## config.mk

```make
export PLATFORM = sky130hd
export DESIGN_NAME = pipeline_stall_controller
export DESIGN_NICKNAME = d
export VERILOG_FILES = /design/src/rtl/pipeline_stall_controller.sv
export SDC_FILE = /design/constraint.sdc
export NUM_CORES = 1
export LEC_CHECK = 0
export ABC_AREA = 1
export BUFFER_PORTS_ARGS = -buffer_cell sky130_fd_sc_hd__buf_2
export CAP_MARGIN = 5
export CORE_MARGIN = 5
export CORE_UTILIZATION = 42
export CTS_CLUSTER_SIZE = 14
export DETAILED_ROUTE_END_ITERATION = 7
export PLACE_DENSITY = 0.79
export SLEW_MARGIN = 0
export SYNTH_ARGS = -nofsm -noshare
export SYNTH_HDL_FRONTEND = slang
export SYNTH_SLANG_ARGS = --single-unit
```

## constraint.sdc

```tcl
create_clock -name i_Clk -period 1.3 [get_ports i_Clk]
set_input_delay 0.26 -clock i_Clk [delete_from_list [all_inputs] [get_ports i_Clk]]
set_output_delay 0.26 -clock i_Clk [all_outputs]
set_load 0.01 [all_outputs]
```

## src/rtl/pipeline_stall_controller.sv

```systemverilog
// Pipeline stall/flush sequencer for the IF/ID, ID/EX and EX/WB registers.
// Sources: memory wait, branch redirect, load-use hazard, HALT/wake.
// Optional macro STALL_COUNT_EN enables the saturating stall-cycle counter.
module pipeline_stall_controller #(
  parameter int unsigned FLUSH_CYCLES = 1,
  parameter int unsigned CNT_W        = 16
) (
  input  logic             i_Clk,
  input  logic             i_nRst,
  input  logic             i_Mem_Busy,
  input  logic             i_Branch_Taken,
  input  logic             i_Load_Use,
  input  logic             i_Halt,
  input  logic             i_Wake,
  input  logic             i_Count_Clr,
  output logic             o_IF_Enable,
  output logic             o_ID_Enable,
  output logic             o_EX_Enable,
  output logic             o_Bubble_IFID,
  output logic             o_Bubble_IDEX,
  output logic             o_PC_Load,
  output logic             o_Halted,
  output logic [CNT_W-1:0] o_Stall_Count
);

  typedef enum logic [1:0] {ST_RUN, ST_MEM_WAIT, ST_FLUSH, ST_HALT} state_t;

  localparam logic [3:0] FLUSH_RELOAD = 4'(FLUSH_CYCLES - 1);
  localparam bit         MULTI_FLUSH  = (FLUSH_CYCLES > 1);

  state_t     state_q, state_d;
  logic       pending_q, pending_d;
  logic [3:0] flush_cnt_q, flush_cnt_d;

  logic if_en, id_en, ex_en, bub_ifid, bub_idex, pc_load, halted;
  logic take_branch;

  // State, pending-flush flag and flush counter registers
  always_ff @(posedge i_Clk) begin
    if (!i_nRst) begin
      state_q     <= ST_RUN;
      pending_q   <= 1'b0;
      flush_cnt_q <= '0;
    end else begin
      state_q     <= state_d;
      pending_q   <= pending_d;
      flush_cnt_q <= flush_cnt_d;
    end
  end

  // Next-state and stage controls; branch actions are shared by RUN, MEM_WAIT exit and FLUSH reload
  always_comb begin
    state_d     = state_q;
    pending_d   = pending_q;
    flush_cnt_d = flush_cnt_q;
    if_en       = 1'b1;
    id_en       = 1'b1;
    ex_en       = 1'b1;
    bub_ifid    = 1'b0;
    bub_idex    = 1'b0;
    pc_load     = 1'b0;
    halted      = 1'b0;
    take_branch = 1'b0;

    case (state_q)
      ST_RUN: begin
        if (i_Mem_Busy) begin
          if_en     = 1'b0;
          id_en     = 1'b0;
          ex_en     = 1'b0;
          state_d   = ST_MEM_WAIT;
          pending_d = i_Branch_Taken;
        end else if (i_Branch_Taken) begin
          take_branch = 1'b1;
        end else if (i_Load_Use) begin
          if_en    = 1'b0;
          bub_idex = 1'b1;
        end else if (i_Halt) begin
          state_d = ST_HALT;
        end
      end
      ST_MEM_WAIT: begin
        if (i_Mem_Busy) begin
          if_en = 1'b0;
          id_en = 1'b0;
          ex_en = 1'b0;
          if (i_Branch_Taken) pending_d = 1'b1;
        end else begin
          pending_d   = 1'b0;
          state_d     = ST_RUN;
          take_branch = pending_q | i_Branch_Taken;
        end
      end
      ST_FLUSH: begin
        if (i_Mem_Busy) begin
          if_en = 1'b0;
          id_en = 1'b0;
          ex_en = 1'b0;
        end else if (i_Branch_Taken) begin
          take_branch = 1'b1;
        end else begin
          bub_ifid = 1'b1;
          bub_idex = 1'b1;
          if (flush_cnt_q <= 4'd1) begin
            state_d     = ST_RUN;
            flush_cnt_d = '0;
          end else begin
            flush_cnt_d = flush_cnt_q - 4'd1;
          end
        end
      end
      ST_HALT: begin
        if_en  = 1'b0;
        id_en  = 1'b0;
        ex_en  = 1'b0;
        halted = 1'b1;
        if (i_Wake) state_d = ST_RUN;
      end
      default: state_d = ST_RUN;
    endcase

    if (take_branch) begin
      bub_ifid = 1'b1;
      bub_idex = 1'b1;
      pc_load  = 1'b1;
      if (MULTI_FLUSH) begin
        state_d     = ST_FLUSH;
        flush_cnt_d = FLUSH_RELOAD;
      end else begin
        state_d = ST_RUN;
      end
    end
  end

  assign o_IF_Enable   = i_nRst & if_en;
  assign o_ID_Enable   = i_nRst & id_en;
  assign o_EX_Enable   = i_nRst & ex_en;
  assign o_Bubble_IFID = i_nRst & bub_ifid;
  assign o_Bubble_IDEX = i_nRst & bub_idex;
  assign o_PC_Load     = i_nRst & pc_load;
  assign o_Halted      = i_nRst & halted;

`ifdef STALL_COUNT_EN
  logic [CNT_W-1:0] stall_cnt_q;

  // Saturating count of cycles where fetch is frozen; clear beats increment
  always_ff @(posedge i_Clk) begin
    if (!i_nRst) begin
      stall_cnt_q <= '0;
    end else if (i_Count_Clr) begin
      stall_cnt_q <= '0;
    end else if (!o_IF_Enable && (stall_cnt_q != '1)) begin
      stall_cnt_q <= stall_cnt_q + CNT_W'(1);
    end
  end

  assign o_Stall_Count = stall_cnt_q;
`else
  logic unused_count_clr;
  assign unused_count_clr = i_Count_Clr;
  assign o_Stall_Count    = '0;
`endif

endmodule

```

== Word-level counts from Yosys, hierarchy flattened ==
Index checks and enable logic that the tools add are counted.
Widths: inputs -> output; s select.
Word-level totals
  output and inout port bits: 23
  logic and storage cells: 73
  memories kept: 0
  bits in read-only memories: 0
  memory bits (writable): 0
  latch bits: 0
  register bits after elaboration: 7
  bits of input ports: 8
Operators by class
  eq/ne operators: 13
  multipliers: 0
  shift operators: 0
  multiplexer cells: 36
  add/subtract/negate cells: 1
  reductions and logical operators: 9
  $lt $le $gt $ge: 1
  bitwise logic cells: 10
  divide/modulo/power cells: 0
Operators with widths (number)
  $mux 1: 20
  $mux 2: 9
  $ne 2x2->1 const B: 6
  $ne 3x3->1 const B: 4
  $pmux 1 s2: 4
  $pmux 2 s4: 1
  $reduce_and 8->1: 1
  $and 1x1->1: 6
  $reduce_and 3->1: 2
  $reduce_or 2->1: 3
  $eq 2x2->1 const B: 2
  $le 4x1->1 const B: 1
  $mux 4: 1
  $sub 4x1->4 const B: 1
  $not 1->1: 3
  $pmux 1 s3: 1
  $reduce_or 3->1: 1
  $eq 2x1->1 const B: 1
  $logic_not 2->1: 1
  $reduce_bool 2->1: 1
  $or 1x1->1: 1

== Longest topological paths before layout ==
Gate-level depths: netlist of run 1.
  depth in word-level cells: 6
  depth in mapped cells: 10
  depth with buffers taken out: 10

== Worst setup path before layout of run 1 ==
No wires, ideal clock.
  path kind: reg-to-output
  from: reg state_q[0]
  to: out o_Bubble_IDEX
  stages on the path, launching flop included: 7
  buffers on the path: 0
  required time: 1.040 ns
  path slack: -0.131 ns
  arrival time: 1.171 ns
  cells stage by stage: dfxtp_1 inv_1 ha_1 inv_1 nor2_1 nand3_1 a31oi_1
Between the ends
  longest elaborated chain between the ends: 5
  elaborated cells between the ends (all ways): 8
  those cells by class: eq/ne: 2; mux: 3; bitwise: 1; reduce/logical: 2
RTL lines
  start: declaration: line 31  | state_t state_q, state_d;
  start signal: assignment: line 45  | state_q <= state_d;
  $eq 2x2->1 or $logic_not 2->1 (tied branches): line 65  | case (state_q)
  $reduce_or 2->1 (no line)
  $pmux 1 s2: line 65
  $mux 1 *: line 122  | if (take_branch) begin
  $and 1x1->1 *: line 139  | assign o_Bubble_IDEX = i_nRst & bub_idex;
  end: declaration: line 20  | output logic o_Bubble_IDEX,
Mark *: on every way between the ends. The rest lies on a longest branch, timed or not.

== Final worst setup path of run 1 ==
  from: reg state_q[0]
  to: out o_Bubble_IFID
Between the ends
  longest elaborated chain between the ends: 5
  elaborated cells between the ends (all ways): 8
  those cells by class: eq/ne: 2; mux: 3; bitwise: 1; reduce/logical: 2
RTL lines
  $eq 2x2->1 or $logic_not 2->1 (tied branches): line 65
  $reduce_or 2->1 (no line)
  $pmux 1 s2: line 65
  $mux 1 *: line 122
  $and 1x1->1 *: line 138  | assign o_Bubble_IFID = i_nRst & bub_ifid;
  end: declaration: line 19  | output logic o_Bubble_IFID,
Marked as above.

==> impl_results.md, run 1 <==
* Fin Clk Skew at 0.00160 ns
* Leakage power at 0.000511 uW
* WL/cell at 10.5 um
* CP Capture Type: output pin
* Worst-path cell chain: inv_4 > ha_4 > o21ai_2 > nand2_1 > nand2_2 > a21oi_1 > buf_2
* Slowest-stage cell, CP: dfxtp_4
* Switch share at 44.5%
* Share of the synthesized area in the top cell type at 18.9%
* Die Height at 52.1 um
* Slack of the critical path at -0.355 ns
* Pin count of the biggest net entering global routing at 8
* Layout area overhead at 37.2%
* Violated checks: setup timing
* Antenna fix cells at 0
* Sum of negative setup slack at -2.02 ns
* Num ports at 31
* H-tree Lvls at 1
* Clock Pin Slew Worst Setup and Hold Paths at 0.05 ns
* Fill cell count at 165
* Synth Register Bits at 7
* Clock root cell: clkbuf_4
* Cell Pwr Density at 1640 nW/um^2
* Max Fclk at 604 MHz
* Fin. Hold Viols at 0
* Worst EP arrival at 1.40 ns
* Grt total ovfl at 0
* Synth warnings at 0
* Via count at 712
* Mapped cell area at 743 sq um
* Drt total wl at 1720 um
* Via density at 4.37
* TritonCTS buffer count at 3
* Ys flop type: dfxtp_1
* Final min period at 1.66 ns
* Worst Setup SP: state_q[0]
* Iteration-0 DRC Markers at 9
* TritonCTS clock tree: built
* Internal power at 926 uW
* Crit path buffers/inverters at 2
* Worst skew pair latency at 0.25 ns
* Setup slack, reg-to-reg at -0.09 ns
* Die area at 2710 sq um
* Post-synth EDFFs at 0
* Hold_buf cts at 0
* Crit path max-delay family: flip-flops
* Final setup vio count at 9
* Pre-CTS WS at -0.222 ns
* Critical path peak fanout at 4
* VDD IR max at 1040 uV
* R2R depth at 8
* Register share of total power at 22.1%
* Clock network power share at 11.8%
* Switch Pwr at 743 uW
* Core ar. at 1710 sq um
* Synth top area cells: dfxtp_1 (19%), buf_4 (17%), ha_1 (12%)
* Synth unique cells at 24
* Antenna-violating nets left at 0
* CP Class: register to output pin
* Tot Pwr at 1670 uW
* RePlAce Congestion at 0.854
* Cell taking the most area after synthesis: dfxtp_1
* CP peak stage delay at 0.39 ns
* Row count at 15
* Final Cycle Share at 127%
* Ys async rst share at 0%
* Initial cell density of the core at 43.5%
* Status: finished with violations
* HP Class: input pin to register
* Buffers on Ports at 13
* DRC at 0
* Vias in the first global route at 678
* FF-to-FF End: state_q[1]
* Finished Cell Area at 1020 sq um
* Max Cap Viol at 0
* Most common cell in the netlist: nand2_1
* RSZ-0062 raised after global routing: yes
* GRT Total Usage at 13.8%
* Most instantiated cells after synthesis: nand2_1 (20), buf_4 (17), inv_1 (15), nor2_1 (11)
* Clock Tree Buf Depth at 2
* Die W at 52.1 um
* Comb power frac at 66.1%
* DP Area at 870 sq um
* Final-stage net count at 154
* Synthesized instance count at 111
* TritonRoute pass-1 iters at 4
* Startpoint types: register
* Reg-to-reg startpoint: state_q[0]
* CP Depth at 7
* Post-DP HPWL at 1360 um
* # clock sinks at 7
* Initial antenna violation count at 0
* Util after Layout at 59.7%
* Mapped Avg Cell Area at 6.70 sq um
* Worst setup path end: o_Bubble_IFID
* Post-synthesis sequential area ratio at 18.9%
* Critical Path RT at 1.04 ns
* Share of cells above drive strength 1 at 44.2%
* Wire length of the first global-routing pass at 2820 um
* Slew Viols, Final at 0
[placed cells by master, fill, tap and decap left out]
cell	instances
a21oi_1	4
a21oi_2	1
a31oi_1	1
a31oi_2	1
and2_4	1
buf_2	13
buf_4	11
buf_6	1
clkbuf_1	1
clkbuf_4	3
conb_1	16
dfxtp_1	4
dfxtp_2	1
dfxtp_4	2
ha_1	1
ha_2	1
ha_4	5
inv_1	12
inv_2	3
inv_4	3
nand2_1	17
nand2_2	6
nand2_4	1
nand3_1	3
nand3_4	1
nand3b_1	1
nand4_1	2
nor2_1	10
nor2_2	1
nor2_4	3
nor3_2	1
nor3_4	1
o211ai_1	3
o21ai_1	2
o21ai_2	1
[final cells by class]
type | count | area, sq um | share of cell area, %
Tap cell | 25 | 31.3 | 3.07
Multi-Input combinational cell | 84 | 579 | 56.8
Inverter | 18 | 75.1 | 7.36
Sequential cell | 7 | 149 | 14.6
Timing Repair Buffer | 25 | 159 | 15.6
Clock buffer | 4 | 26.3 | 2.58
[what timing repair did]
action | CTS | global route
endpoints found under the hold margin | 0 | 0
pin swaps | 10 | 5
gates cloned | 0 | 0
buffers inserted | 1 | 0
resized for setup | 22 | 9
endpoints found under the setup margin | 11 | 14
[power groups by stage]
stage / sequential (uW) / combinational (uW) / clock (uW)
6_report: 369 / 1100 / 197
5_1_grt: 381 / 1220 / 223
3_5_place_dp: 324 / 861 / 0
2_1_floorplan: 315 / 588 / 0
3_3_place_gp: 318 / 842 / 0
4_1_cts: 363 / 1050 / 209
[flip-flops by register name, summed over array words and instances, names as in the netlist]
| name | flops |
|---|---|
| flush_cnt_q | 4 |
| state_q | 2 |
| pending_q | 1 |
[routing by layer]
metal	share of wire, %	track usage, %	wire [um]
met5	0	0	0
met4	0	1.31	0
met3	4.3	4.58	73
met2	59	28.2	1010
met1	37	13.3	635
[worst min path at each step]
stage              start        endpoint  slack [ns]  cells past startpoint
6_report          i_nRst  flush_cnt_q[0]        0.30                      3
2_1_floorplan     i_nRst  flush_cnt_q[0]        0.38                      2
4_1_cts           i_nRst  flush_cnt_q[2]        0.29                      3
3_3_place_gp   pending_q       pending_q        0.45                      2
5_1_grt           i_nRst  flush_cnt_q[2]        0.30                      3
3_5_place_dp   pending_q       pending_q        0.46                      2
[kinds of logic (layout without fill, tap and decap cells)]
kind of cell               count (synthesis)  count (layout)  synth area share, %
AOI/OAI and AO/OA                         13              13                 10.1
adders and majority gates                  7               7                 11.8
buffers and inverters                     35              47                 26.6
DFF                                        7               7                 18.9
other                                      1              16                0.505
and+or+nand+nor                           48              48                 32.2
[tightest hold or removal path, cell delays in order]
cell and delay [ns]:
buf_2 0.14, nand2_1 0.07, a21oi_1 0.03
[stage by stage]
step | hold WS [ns] | cells
2_1_floorplan | 0.383 | 126
3_3_place_gp | 0.454 | 158
3_5_place_dp | 0.461 | 158
4_1_cts | 0.292 | 163
5_1_grt | 0.304 | 163
6_report | 0.295 | 163
(Power assumes the default switching activity.)
==> run 2, diff against run 1 <==
--- a/config.mk
+++ b/config.mk
@@ -6,13 +6,13 @@
 export NUM_CORES = 1
 export LEC_CHECK = 0
 export ABC_AREA = 1
-export BUFFER_PORTS_ARGS = -buffer_cell sky130_fd_sc_hd__buf_2
 export CAP_MARGIN = 5
 export CORE_MARGIN = 5
-export CORE_UTILIZATION = 42
+export CORE_UTILIZATION = 54
 export CTS_CLUSTER_SIZE = 14
 export DETAILED_ROUTE_END_ITERATION = 7
-export PLACE_DENSITY = 0.79
+export DONT_BUFFER_PORTS = 1
+export PLACE_DENSITY = 0.77
 export SLEW_MARGIN = 0
 export SYNTH_ARGS = -nofsm -noshare
 export SYNTH_HDL_FRONTEND = slang
==> run 2 against run 1 <==
  * The flow still finishes with violations (setup timing)
  * Sequential share of layout area increased by 0.75 points
  * Cell area is 4.9% lower
  * Count of clock-buffer cells in the layout down 1
  * Register-to-register slack worse by 0.03 ns
  * Critical endpoint is now o_IF_Enable
  * Highest routed layer is now met4
==> impl_results.md, run 2 (same netlist as run 1, synthesis figures left out) <==
* Grt total ovfl at 0
* Worst setup path end: o_IF_Enable
* Slew Viols, Final at 0
* FF+latch area at 149 sq um
* Clock Tree Buf Depth at 2
* Worst-path cell chain: inv_4 > ha_4 > o211ai_1 > a31oi_1 > buf_4
* Top flop regs: flush_cnt_q (4), state_q (2), pending_q (1)
* Setup slack, reg-to-reg at -0.12 ns
* Fin Clk Skew at 0.000646 ns
* Slowest-stage cell, CP: dfxtp_4
* Pre-CTS WS at -0.115 ns
* Register with the highest flop count: flush_cnt_q
* Tot Pwr at 1660 uW
* Area of the multi-input gates at 612 sq um
* Final min period at 1.62 ns
* Final Cycle Share at 124%
* Critical path peak fanout at 4
* Max Fclk at 618 MHz
* Die area at 2220 sq um
* Worst skew pair latency at 0.26 ns
* Hold_buf cts at 0
* Layout area overhead at 30.5%
* Worst EP arrival at 1.36 ns
* Switch share at 46.4%
* Pin count of the biggest net entering global routing at 8
* Max Cap Viol at 0
* Antenna fix cells at 0
* Met1 usage at 19.9%
* Final-stage net count at 139
* Vias in the first global route at 637
* GR Util met3 at 6.90%
* Iteration-0 DRC Markers at 7
* RePlAce Congestion at 0.879
* Sum of negative setup slack at -1.88 ns
* Fin. Hold Viols at 0
* Post-DP HPWL at 1250 um
* VDD IR max at 1160 uV
* H-tree Lvls at 1
* Antenna-violating nets left at 0
* Startpoint types: register
* Violated checks: setup timing
* TritonCTS clock tree: built
* HP Class: input pin to register
* Status: finished with violations
* Row count at 13
* Wire length of the first global-routing pass at 2660 um
* Leakage power at 0.000451 uW
* Buffers on Ports at 0
* R2R depth at 7
* Cell Pwr Density at 1710 nW/um^2
* Core ar. at 1300 sq um
* Commonest non-fill, non-tap cell in the layout: conb_1
* Num ports at 31
* Grt peak-use layer: met2
* Met2 GRT Util at 27.4%
* Worst hold margin at 0.117 ns
* CP Class: register to output pin
* Initial antenna violation count at 0
* Slack of the critical path at -0.318 ns
* WL/cell at 12.1 um
* Clock Pin Slew Worst Setup and Hold Paths at 0.06 ns
* Drt total wl at 1670 um
* Clock network power share at 12.6%
* Die Height at 47.1 um
* Commonest non-fill, non-tap cells in the layout: conb_1 (16), nand2_1 (13), inv_1 (9), nor2_1 (9), buf_4 (8)
* CP peak stage delay at 0.38 ns
* RSZ-0062 raised after global routing: yes
* Via density at 4.86
* # clock sinks at 7
* Clock root cell: clkbuf_4
* Final setup vio count at 10
* TritonCTS buffer count at 3
* Comb power frac at 66.2%
* FF-to-FF End: state_q[0]
* Worst Setup SP: state_q[1]
* Initial cell density of the core at 57.1%
* TritonRoute pass-1 iters at 3
* Internal power at 888 uW
* Max reg flops at 4
* Die W at 47.1 um
* CP Capture Type: output pin
* Reg-to-reg startpoint: state_q[1]
* Critical Path RT at 1.04 ns
* DRC at 0
* Switch Pwr at 769 uW
* Fill cell count at 110
* Share of cells above drive strength 1 at 44.7%
* Register share of total power at 21.2%
* Via count at 671
* Util after Layout at 74.5%
* GRT Total Usage at 17.0%
## run 2: timing repair
item                       4_1_cts  5_1_grt
buffers inserted                 0        3
setup endpoints to repair       11       14
hold endpoints to repair         0        0
pin swaps                        6       12
resized for setup               17       29
## run 2: how the worst min path moves through the flow
stage	from	to	slack [ns]	cells after the start
after global placement	i_nRst	flush_cnt_q[0]	0.39	2
final	i_nRst	flush_cnt_q[2]	0.12	2
after floorplan	i_nRst	flush_cnt_q[0]	0.38	2
after global routing	i_nRst	flush_cnt_q[2]	0.11	2
after CTS	i_nRst	flush_cnt_q[0]	0.11	2
after detailed placement	i_nRst	flush_cnt_q[0]	0.39	2
## run 2: critical path: cells and delay by family, from the launching register on
family                   cells  cell delay [ns]
flip-flops                   1             0.38
buffers and inverters        2             0.20
adder cells (fa/ha/maj)      1             0.25
AO/OA/AOI/OAI                2             0.26
## run 2: metrics by stage
stage | area [sq um] | cells
finish | 970 | 138
global route | 970 | 138
CTS | 873 | 137
detailed placement | 777 | 133
global placement | 777 | 133
floorplan | 818 | 126
## run 2: area by class of cell
class | instances | area share [%]
Tap cell | 15 | 1.94
Timing Repair Buffer | 10 | 8.52
Clock inverter | 1 | 0.516
Sequential cell | 7 | 15.4
Multi-Input combinational cell | 84 | 63.1
Inverter | 18 | 8.26
Clock buffer | 3 | 2.32
## run 2: power groups by stage
| stage | registers [uW] | logic, uW | clock network, uW |
|---|---|---|---|
| 6_report | 352 | 1100 | 209 |
| 5_1_grt | 362 | 1200 | 236 |
| 4_1_cts | 322 | 901 | 217 |
| 3_5_place_dp | 321 | 793 | 0 |
| 3_3_place_gp | 316 | 772 | 0 |
| 2_1_floorplan | 315 | 588 | 0 |
## run 2: per-layer routing
layer | part of all wire (%) | vias up | wire [um]
met3 | 7.5 | 2 | 126
met1 | 43 | 304 | 721
met4 | 0.66 | 0 | 11
met5 | 0 | - | 0
met2 | 49 | 24 | 810
li1 | - | 341 | -
==> run 3, diff against run 2 <==
--- a/config.mk
+++ b/config.mk
@@ -7,7 +7,6 @@
 export LEC_CHECK = 0
 export ABC_AREA = 1
 export CAP_MARGIN = 5
-export CORE_MARGIN = 5
 export CORE_UTILIZATION = 54
 export CTS_CLUSTER_SIZE = 14
 export DETAILED_ROUTE_END_ITERATION = 7
==> run 3 against run 2 <==
  * The flow still finishes with violations (setup timing)
  * Sequential cell count unchanged
  * Sequential power up 4%
  * Die area down 31%
  * Non-clock buffer count up 1
  * Clock power up 3%
  * Via count up 9.8%
  * First-iteration DRC count rose to 3.4 times the previous value
  * Register-to-register slack about the same
  * Clock skew up 0.013 ns
  * Count of clock-buffer cells in the layout up 1
  * Total power up 7.5%
==> impl_results.md, run 3 (same netlist as run 1, synthesis figures left out) <==
* Cell Pwr Density at 1810 nW/um^2
* Initial cell density of the core at 57.8%
* Core ar. at 1280 sq um
* Grt total ovfl at 0
* Via count at 737
* Register with the highest flop count: flush_cnt_q
* CP peak stage delay at 0.37 ns
* Max Cap Viol at 0
* Vias in the first global route at 619
* Comb power frac at 67.4%
* WL/cell at 14.5 um
* Tot Pwr at 1780 uW
* Worst EP arrival at 1.36 ns
* Drt total wl at 2010 um
* Iteration-0 DRC Markers at 24
* TritonRoute pass-1 iters at 4
* Met1 usage at 27.1%
* Max reg flops at 4
* GR Util met3 at 9.83%
* Post-DP HPWL at 1090 um
* Final Non-Filler Cells at 139
* Worst skew pair latency at 0.27 ns
* Switch share at 47.0%
* Met2 GRT Util at 46.3%
* DP Area at 754 sq um
* Die W at 39.1 um
* Via density at 5.30
* Row count at 13
* Util after Layout at 76.4%
* Wire length of the first global-routing pass at 2630 um
* Num ports at 31
* Final Cycle Share at 125%
* Crit path buffers/inverters at 2
* Slack of the critical path at -0.319 ns
* Commonest non-fill, non-tap cells in the layout: nand2_1 (16), conb_1 (16), inv_1 (9), nor2_1 (8), buf_4 (8)
* Layout area overhead at 32.2%
* Leakage power at 0.000456 uW
* Fin Clk Skew at 0.0133 ns
* Grt peak-use layer: met2
* Antenna-violating nets left at 0
* Internal power at 944 uW
* Slew Viols, Final at 0
* TritonCTS clock tree: built
* Status: finished with violations
* RePlAce Congestion at 0.821
* Crit path max-delay family: flip-flops
* Fin. Hold Viols at 0
* Finished Cell Area at 982 sq um
* Die area at 1530 sq um
* GRT Total Usage at 26.9%
* Buffers on Ports at 0
* Share of cells above drive strength 1 at 44.4%
* Antenna fix cells at 0
* Critical path peak fanout at 4
* Clock Pin Slew Worst Setup and Hold Paths at 0.06 ns
* Clock root cell: clkbuf_4
* VDD IR max at 1050 uV
* Sum of negative setup slack at -2.04 ns
* Top flop regs: flush_cnt_q (4), state_q (2), pending_q (1)
* CP Capture Type: output pin
* Final-stage net count at 140
* Hold_buf cts at 0
* Clock network power share at 12.1%
* Slowest-stage cell, CP: dfxtp_4
* Startpoint types: register
* Worst-path cell chain: inv_4 > ha_4 > inv_4 > nor2_4 > nand3_2 > a31oi_4
* HP Class: input pin to register
* TritonCTS buffer count at 3
* Switch Pwr at 838 uW
* Critical Path RT at 1.04 ns
* Final min period at 1.62 ns
* CP Class: register to output pin
* CP dominant cell by count: inv_4
* H-tree Lvls at 1
* Clock Tree Buf Depth at 2
* Placed insts at 130
* DRC at 0
* RSZ-0062 raised after global routing: yes
* Pin count of the biggest net entering global routing at 8
* Violated checks: setup timing
* Max Fclk at 618 MHz
* Register share of total power at 20.6%
* Initial antenna violation count at 0
* Final setup vio count at 11
* Die Height at 39.1 um
* # clock sinks at 7
## run 3: power by group through the flow
stage | combinational [uW] | clock, uW | sequential [uW]
floorplan | 588 | 0 | 315
CTS | 967 | 219 | 360
finish | 1200 | 215 | 367
global placement | 737 | 0 | 316
detailed placement | 752 | 0 | 319
global route | 1290 | 233 | 373
## run 3: final cells by class
class	count	area [sq um]
Multi-Input combinational cell	84	614
Fill cell	98	303
Sequential cell	7	149
Timing Repair Buffer	11	93.8
Inverter	18	80.1
Clock buffer	4	26.3
Tap cell	15	18.8
## run 3: layer usage
layer / part of all wire [%] / up-vias
li1: - / 341
met1: 39 / 340
met2: 50 / 44
met3: 6.0 / 12
met4: 4.2 / 0
met5: 0 / -
## run 3: metrics by stage
stage          worst slack (ns)  hold WS (ns)
3_3_place_gp            -0.0700         0.389
5_1_grt                  -0.373         0.115
6_report                 -0.319         0.106
4_1_cts                  -0.271         0.114
3_5_place_dp            -0.0953         0.392
2_1_floorplan           -0.0413         0.383
## run 3: what timing repair did
| item | in CTS | in global routing |
|---|---|---|
| endpoints found under the setup margin | 10 | 14 |
| buffers inserted | 3 | 2 |
| pin swaps | 12 | 11 |
| resized for setup | 29 | 17 |
## run 3: path summary, 6_finish.rpt
| path | startpoint | endpoint | slack, ns | depth (start not counted) |
|---|---|---|---|---|
| worst max-delay path | state_q[0] | o_Bubble_IDEX | -0.32 | 6 |
| worst min register to register | pending_q | pending_q | 0.47 | 2 |
| worst max register to register | state_q[0] | state_q[1] | -0.11 | 11 |
| worst min-delay path | i_nRst | flush_cnt_q[0] | 0.11 | 2 |
